--- config.mk ---
export PLATFORM = sky130hd
export DESIGN_NAME = crc_sched
export DESIGN_NICKNAME = d
export VERILOG_FILES = /design/src/rtl/crc_sched.sv
export SDC_FILE = /design/constraint.sdc
export NUM_CORES = 1
export LEC_CHECK = 0
export ABC_AREA = 1
export ABC_CLOCK_PERIOD_IN_PS = 1900
export BUFFER_PORTS_ARGS = -buffer_cell sky130_fd_sc_hd__buf_2
export CORE_UTILIZATION = 25
export CTS_CLUSTER_SIZE = 30
export DETAILED_ROUTE_END_ITERATION = 8
export MAX_ROUTING_LAYER = met4
export SETUP_SLACK_MARGIN = 0.15
export SLEW_MARGIN = 20
export SYNTH_ARGS = -nofsm -noshare
export SYNTH_HDL_FRONTEND = slang
export SYNTH_SLANG_ARGS = --single-unit
--- constraint.sdc ---
create_clock -name clk -period 1.9 [get_ports clk]
set_input_delay 0.095 -clock clk [delete_from_list [all_inputs] [get_ports clk]]
set_output_delay 0.095 -clock clk [all_outputs]
set_load 0.1 [all_outputs]
--- src/rtl/crc_sched.sv ---
`default_nettype none
// ============================================================================
// crc_sched : two-requester round-robin front end for a shared CRC engine
// Rev 1.0
// ============================================================================
module crc_sched #(
  parameter int DATA_INP_WD = 8,
  parameter int DATA_OUT_WD = 32,
  parameter int LEN_WD      = 16
) (
  input  logic                   clk,
  input  logic                   rstn,
  input  logic                   req0_val_i,
  input  logic                   req0_lst_i,
  input  logic [DATA_INP_WD-1:0] req0_dat_i,
  output logic                   req0_rdy_o,
  input  logic                   req1_val_i,
  input  logic                   req1_lst_i,
  input  logic [DATA_INP_WD-1:0] req1_dat_i,
  output logic                   req1_rdy_o,
  output logic                   eng_val_o,
  output logic                   eng_flg_fst_o,
  output logic                   eng_flg_lst_o,
  output logic [DATA_INP_WD-1:0] eng_dat_o,
  output logic                   eng_sid_o,
  input  logic                   eng_val_i,
  input  logic [DATA_OUT_WD-1:0] eng_dat_i,
  output logic                   res_val_o,
  input  logic                   res_rdy_i,
  output logic                   res_id_o,
  output logic [DATA_OUT_WD-1:0] res_dat_o,
  output logic [LEN_WD-1:0]      res_len_o,
  output logic                   err_o
);

  typedef enum logic [1:0] {
    S_IDLE = 2'd0,
    S_BUSY = 2'd1,
    S_WAIT = 2'd2
  } state_t;

  localparam logic [LEN_WD-1:0] c_cnt_max = '1;

  state_t                 r_state;
  state_t                 w_state_nxt;
  logic                   r_ptr;
  logic                   r_own;
  logic [LEN_WD-1:0]      r_cnt;
  logic                   r_res_val;
  logic                   r_res_id;
  logic [DATA_OUT_WD-1:0] r_res_dat;
  logic [LEN_WD-1:0]      r_res_len;
  logic                   r_err;

  logic                   w_win;
  logic                   w_grant;
  logic                   w_sel;
  logic                   w_sel_val;
  logic                   w_sel_lst;
  logic [DATA_INP_WD-1:0] w_sel_dat;
  logic                   w_acc;

  // Contention goes to whoever was not granted last; a lone requester wins outright.
  assign w_win     = (req0_val_i & req1_val_i) ? ~r_ptr : req1_val_i;
  assign w_grant   = (r_state == S_IDLE) & ~r_res_val & (req0_val_i | req1_val_i);
  assign w_sel     = (r_state == S_IDLE) ? w_win : r_own;
  assign w_sel_val = w_sel ? req1_val_i : req0_val_i;
  assign w_sel_lst = w_sel ? req1_lst_i : req0_lst_i;
  assign w_sel_dat = w_sel ? req1_dat_i : req0_dat_i;

  always_comb begin
    w_state_nxt   = r_state;
    req0_rdy_o    = 1'b0;
    req1_rdy_o    = 1'b0;
    eng_val_o     = 1'b0;
    eng_flg_fst_o = 1'b0;
    eng_flg_lst_o = 1'b0;
    eng_dat_o     = '0;
    eng_sid_o     = 1'b0;
    w_acc         = 1'b0;
    // Combinational outputs are gated so everything reads zero while reset is held.
    if (rstn) begin
      eng_sid_o = r_own;
      case (r_state)
        S_IDLE: begin
          if (w_grant) begin
            req0_rdy_o    = ~w_sel;
            req1_rdy_o    = w_sel;
            eng_val_o     = 1'b1;
            eng_flg_fst_o = 1'b1;
            eng_flg_lst_o = w_sel_lst;
            eng_dat_o     = w_sel_dat;
            eng_sid_o     = w_sel;
            w_acc         = 1'b1;
            w_state_nxt   = w_sel_lst ? S_WAIT : S_BUSY;
          end
        end
        S_BUSY: begin
          req0_rdy_o    = ~w_sel;
          req1_rdy_o    = w_sel;
          eng_val_o     = w_sel_val;
          eng_flg_lst_o = w_sel_lst;
          eng_dat_o     = w_sel_dat;
          w_acc         = w_sel_val;
          if (w_sel_val && w_sel_lst) begin
            w_state_nxt = S_WAIT;
          end
        end
        S_WAIT: begin
          w_state_nxt = S_IDLE;
        end
        default: begin
          w_state_nxt = S_IDLE;
        end
      endcase
    end
  end

  always_ff @(posedge clk or negedge rstn) begin
    if (!rstn) begin
      r_state   <= S_IDLE;
      r_ptr     <= 1'b1;
      r_own     <= 1'b0;
      r_cnt     <= '0;
      r_res_val <= 1'b0;
      r_res_id  <= 1'b0;
      r_res_dat <= '0;
      r_res_len <= '0;
      r_err     <= 1'b0;
    end else begin
      r_state <= w_state_nxt;
      if (w_grant) begin
        r_ptr <= w_win;
        r_own <= w_win;
        r_cnt <= LEN_WD'(1);
      end else if (w_acc && (r_cnt != c_cnt_max)) begin
        r_cnt <= r_cnt + 1'b1;
      end
      // A result can only land in WAIT, which is unreachable while one is pending.
      if ((r_state == S_WAIT) && eng_val_i) begin
        r_res_val <= 1'b1;
        r_res_id  <= r_own;
        r_res_dat <= eng_dat_i;
        r_res_len <= r_cnt;
      end else if (r_res_val && res_rdy_i) begin
        r_res_val <= 1'b0;
      end
      // Engine strobe outside WAIT, or a missing strobe in WAIT, is a protocol error.
      if (eng_val_i != (r_state == S_WAIT)) begin
        r_err <= 1'b1;
      end
    end
  end

  assign res_val_o = r_res_val;
  assign res_id_o  = r_res_id;
  assign res_dat_o = r_res_dat;
  assign res_len_o = r_res_len;
  assign err_o     = r_err;

endmodule
`default_nettype wire

# Yosys cells after proc, flatten, opt, wreduce, memory -nomap -nowiden
# Cells that the tools add are included.
[totals]
regBits = 71
latchBits = 0
ramBits = 0
mem_bits_ro = 0
input_bits = 56
n_memories = 0
[classes]
n_addsub = 1
multipliers = 0
div = 0
n_lt_le_gt_ge = 0
eq_ne = 6
shifts = 0
mux = 33
bitwise_logic = 7
reduce_logical = 8
[op_table]
columns = ["op", "n"]
rows = [
  ["16-bit two-way mux", 2],
  ["8-bit two-way mux", 3],
  ["1-bit two-way mux", 19],
  ["16-bit by 1-bit adder with 16-bit output, second input constant", 1],
  ["16-bit inequality test, second input constant", 1],
  ["8-bit one-hot mux with 2 select lines", 1],
  ["1-bit one-hot mux with 2 select lines", 4],
  ["2-bit two-way mux", 3],
  ["1-bit logical AND", 4],
  ["2-bit inequality test, second input constant", 2],
  ["2-bit one-hot mux with 2 select lines", 1],
  ["2-bit nonzero test", 2],
  ["1-bit bitwise AND", 3],
  ["1-bit inverter", 3],
  ["3-bit AND reduction", 1],
  ["2-bit by 1-bit == test with 1-bit output, second input constant", 1],
  ["2-bit == test, second input constant", 1],
  ["2-bit zero test", 1],
  ["1-bit inequality test", 1],
  ["1-bit OR", 1],
]

# Longest topological paths before layout
[depth]
word_depth = 9
mapped_depth = 11
ltp_nobuf = 11

# Worst setup path before layout
# OpenSTA, ideal clock, no wires.
[synth_timing]
kind = "register to output"
startpoint = "reg r_res_val, in the netlist res_val_o"
endpoint = "out eng_val_o"
arrival_ps = 2864
setup_slack_ps = -1059
path_stages_with_launch = 6
path_cell_list = "dfrtp_1 -> inv_1 -> nand3_2 -> buf_6 -> clkbuf_1 -> a21oi_1"
[synth_between]
elab_chain_len = 6
[synth_rtl]
columns = ["item", "line_no", "text"]
rows = [
  ["start: declaration", "49", "logic r_res_val;"],
  ["start signal: assignment", "125", "r_res_val <= 1'b0;"],
  ["start signal: assignment", "141", "r_res_val <= 1'b1;"],
  ["start signal: assignment", "146", "r_res_val <= 1'b0;"],
  ["1-bit inverter", "65", "assign w_grant = (r_state == S_IDLE) & ~r_res_val & (req0_val_i | req1_val_i);"],
  ["1-bit bitwise AND (2 in a row)", "65", ""],
  ["1-bit two-way mux", "86", "if (w_grant) begin"],
  ["1-bit one-hot mux with 2 select lines", "84", "case (r_state)"],
  ["1-bit two-way mux", "82", "if (rstn) begin"],
  ["end: declaration", "21", "output logic eng_val_o,"],
]
# Every way passes these cells.

# Final worst setup path
[layout_timing]
startpoint = "reg r_state[0]"
endpoint = "out eng_dat_o[5]"
[layout_between]
elab_chain_len = 6
[layout_rtl]
columns = ["item", "line_no", "text"]
rows = [
  ["start: declaration", "44", "state_t r_state;"],
  ["start signal: assignment", "131", "r_state <= w_state_nxt;"],
  ["2-bit zero test", "65, 66, 84", ""],
  ["1-bit two-way mux / 1-bit bitwise AND (equally long branches)", "66, 65", ""],
  ["8-bit two-way mux / 1-bit bitwise AND (equally long branches)", "69, 65", ""],
  ["8-bit two-way mux", "86", ""],
  ["8-bit one-hot mux with 2 select lines (*)", "84", ""],
  ["8-bit two-way mux (*)", "82", ""],
  ["end: declaration", "24", "output logic [DATA_INP_WD-1:0] eng_dat_o,"],
]
# Mark *: on every way between the ends. The rest lies on a longest branch, timed or not.

==> flow_metrics.py <==
metrics = {
    "grt": {
        "number_of_antenna_violations_at_the_first_check_in_global_routing": 0,
        "global_route.usage.met1_pct": 18.03,
        "grt_most_used_layer": "met2",
        "globalRouteOverflowTotal": 0,
        "via_count_of_the_first_global_routing_pass": 3473,
        "global_route.usage.total_pct": 15.59,
        "grt_first_pass_wirelength_um": 16950,
        "grt_util_met2_pct": 26.97,
        "gr-usage-met3_pct": 2.682,
        "pin_count_of_the_biggest_net_entering_global_routing": 45,
    },
    "sta": {
        "max_slew.worst_pin.slew_ns": 0.5061,
        "slew_viol_final": 0,
        "timing.final.setup_violations": 11,
        "grt_setup_unrepaired": "true",
        "relative_slew_slack_pct": 66.26,
        "hold_violations": 0,
        "fin_worst_skew_ns": 0.01286,
        "maxClockFrequency_mhz": 498.5,
        "finalCriticalPeriod_ns": 2.006,
        "finalCritPeriodShare_pct": 105.6,
        "postLayoutSetupSlackWorst_ns": -0.1062,
    },
    "yosys": {
        "synth_edf_count": 0,
        "syn-mean-instance-area_um2": 7.713,
        "synth_fp_nets": 501,
        "synthTopCellsByCount": "nand2_1 (215), dfrtp_1 (70), nand3_1 (32), nor2_1 (29), inv_1 (22)",
        "cell_count_after_synthesis": 443,
        "post_synth_xor_area_fraction_pct": 2.307,
        "synth_cell_types": 31,
        "synth-seq-cells": 71,
        "cell_area_after_synthesis_um2": 3417,
        "synth.mux.area_fraction_pct": 0,
        "synth_fa_ha_area_share_pct": 0.7323,
        "ys.flop_type": "dfrtp_1",
        "largest_family_of_logic_cells_by_synthesized_area": "simple AND/OR/NAND/NOR gates",
        "seq_area_frac_synth_pct": 52.03,
        "synthMostInstantiatedCell": "nand2_1",
        "ys_warn_count": 0,
        "synthSimpleGateAreaFrac_pct": 36.84,
        "post_synth_main_area_contributors": "dfrtp_1 (51%), nand2_1 (24%), nand3_1 (4.7%)",
        "yosys.area.top_type_share_pct": 51.26,
        "compound_gate_fraction_of_synth_area_pct": 2.893,
        "synth_async_sr_flop_share_pct": 100.0,
        "synth.largest_area_cell": "dfrtp_1",
    },
    "place": {
        "buffer_ports.inserted": 120,
        "dp.cells": 734,
        "place.detailed.hpwl_um": 7206,
        "globalplace.congestion": 0.8907,
        "preCtsSetupSlack_ns": 0.1298,
    },
    "flow_run": {
        "max_cap_violations": 0,
    },
    "worst_setup_path": {
        "worst-setup-path-type": "register to primary output",
        "worst_path_largest_cell_delay_ns": 0.41,
        "crit_path_cell_trace": "nor2_4 > nand3_4 > a211oi_4 > buf_6 > nand2_8 > inv_16 > nand2_4 > nand2_8 > buf_12",
        "critPathSlowestCell": "dfrtp_1",
        "worstSetupEndpointType": "primary output",
        "timing.critical_path.from_type": "register",
        "cpMostUsedCell": "nand2_8",
        "critPathArrivalTime_ns": 1.91,
        "critical_path_peak_fanout": 5,
        "critical_path_required_ns": 1.80,
    },
    "power_and_ir_drop": {
        "power_mw": 10.93,
        "p_switching_mw": 6.234,
        "power.share.clock_pct": 14.6,
        "power-per-cell-area_nw_per_um2": 1872,
        "power.share.sequential_pct": 20.8,
        "p_sw_share_pct": 57.05,
        "internal_power_mw": 4.692,
        "vdd.ir_drop.worst_v": 0.0009521,
        "power_leakage_nw": 2.981,
        "power.share.combinational_pct": 64.6,
    },
    "die": {
        "die_h_um": 118.9,
        "die_w_um": 118.9,
        "ios": 121,
        "floorplan.die_area_um2": 14140,
        "row_count": 42,
        "initial_utilization_pct": 25.70,
        "core_area_um2": 13300,
    },
    "outcome": {
        "status": "complete, but fails checks",
        "violations_in_the_final_reports": "setup timing",
    },
    "drt": {
        "wire_per_inst_um": 13.32,
        "via_count": 3635,
        "routed_wirelength_um": 10750,
        "remaining_drc_errors": 0,
        "drtPass1Iterations": 6,
        "drt_iter0_markers": 169,
        "viasPerCell": 4.504,
        "route.antenna.remaining_nets": 0,
    },
    "min_path": {
        "worstHoldPathType": "input pin to register",
    },
    "cells_and_area": {
        "area_growth_syn_to_layout_pct": 70.78,
        "antenna_cell_count": 0,
        "final-instance-count-excl-fill": 807,
        "nNetsFinal": 684,
        "drive_above_1_share_pct": 39.78,
        "finish.utilization_pct": 43.89,
    },
    "cts": {
        "cts_max_path_buffers": 2,
        "worst_skew_pair.late_latency_ns": 0.34,
        "cts-buffers-inserted": 9,
        "clkSlewWorstSetupHoldPaths_ns": 0.05,
        "cts_root_buffer": "clkbuf_16",
        "clock_tree_from_tritoncts": "done",
        "htreeDepth": 3,
        "clock_sink_count": 71,
    },
}
registers in the layout, summed over array words and instances, names as in the netlist:
| register | flops |
|---|---|
| r_cnt | 16 |
| r_ptr | 1 |
| r_own | 1 |
| res_len_o | 16 |
| r_state | 2 |
| err_o | 1 |
| res_id_o | 1 |
| res_val_o | 1 |
| res_dat_o | 32 |
power groups by stage:
stage / logic, mW / clock network [mW] / registers, mW
final: 7.06 / 1.59 / 2.27
after CTS: 6.57 / 1.62 / 2.26
after global routing: 7.40 / 1.69 / 2.32
after floorplan: 2.18 / 0 / 4.90
after detailed placement: 6.11 / 0 / 2.28
after global placement: 6.03 / 0 / 2.26
layout make-up:
| class | instances | area, µm² |
|---|---|---|
| fill | 1296 | 7460 |
| multi-input combinational | 331 | 1898 |
| sequential | 71 | 1784 |
| timing repair buffer | 184 | 1484 |
| clock buffer | 10 | 239.0 |
| tap | 176 | 220.2 |
| inverter | 26 | 138.9 |
| clock inverter | 6 | 43.79 |
| timing repair inverter | 3 | 27.53 |
critical path, delay by kind of cell, from the launching register on:
| kind | cells | cell delay (ns) |
|---|---|---|
| DFF | 1 | 0.41 |
| AOI/OAI and AO/OA | 1 | 0.28 |
| buffers and inverters | 3 | 0.42 |
| and+or+nand+nor | 5 | 0.45 |
final timing paths:
| kind | slack [ns] | cells after the start | endpoint | from |
|---|---|---|---|---|
| worst max-delay path | -0.11 | 9 | eng_dat_o[5] | r_state[0] |
| worst min-delay path | 0.08 | 3 | err_o | eng_val_i |
| worst max register to register | 0.06 | 12 | r_cnt[12] | r_state[0] |
| worst min register to register | 0.46 | 2 | res_len_o[1] | res_len_o[1] |
| max in group asynchronous | 0.65 | 4 | res_val_o | rstn |
| min in group asynchronous | 0.37 | 3 | res_len_o[3] | rstn |
cells in the final DEF, fill, tap and decap left out, types with 12 or more instances in the layout:
cell type | synthesis | final
inv_1 | 22 | 19
nand2_1 | 215 | 165
buf_2 | 1 | 105
o21ai_0 | 13 | 12
dlygate4sd3_1 | 0 | 34
dfrtp_1 | 70 | 67
nand2_8 | 0 | 13
nand2_2 | 2 | 31
nand3_1 | 32 | 32
buf_4 | 1 | 19
buf_12 | 0 | 19
nor2_1 | 29 | 26
what timing repair did:
item                                   in CTS  in global routing
setup buffers                              13                  6
endpoints found under the hold margin      67                  0
setup endpoints to repair                  13                 57
gates cloned                                2                  2
resized for setup                          28                 48
hold buffers                               34                  0
pin swaps                                  14                 14
cell families after synthesis:
kind of cell	Yosys count
compound gates	18
xor+xnor	9
fa+ha+maj	2
buf+inv	42
flops	71
simple gates	301
metrics by stage:
step | setup TNS, ns | area [µm²] | hold slack [ns]
finish | -0.8616 | 5836 | 0.08128
CTS | -1.242 | 5588 | 0.08344
floorplan | -0.1332 | 3711 | -0.2006
global route | -1.992 | 5836 | 0.09511
detailed placement | 0 | 4747 | 0.1938
global placement | 0 | 4747 | 0.1865
routing by layer:
layer	wire, µm	vias up
li1	-	1753
met1	4532	1740
met2	5561	126
met3	463	16
met4	189	0
met5	0	-
Power figures use the tool's default switching activity.
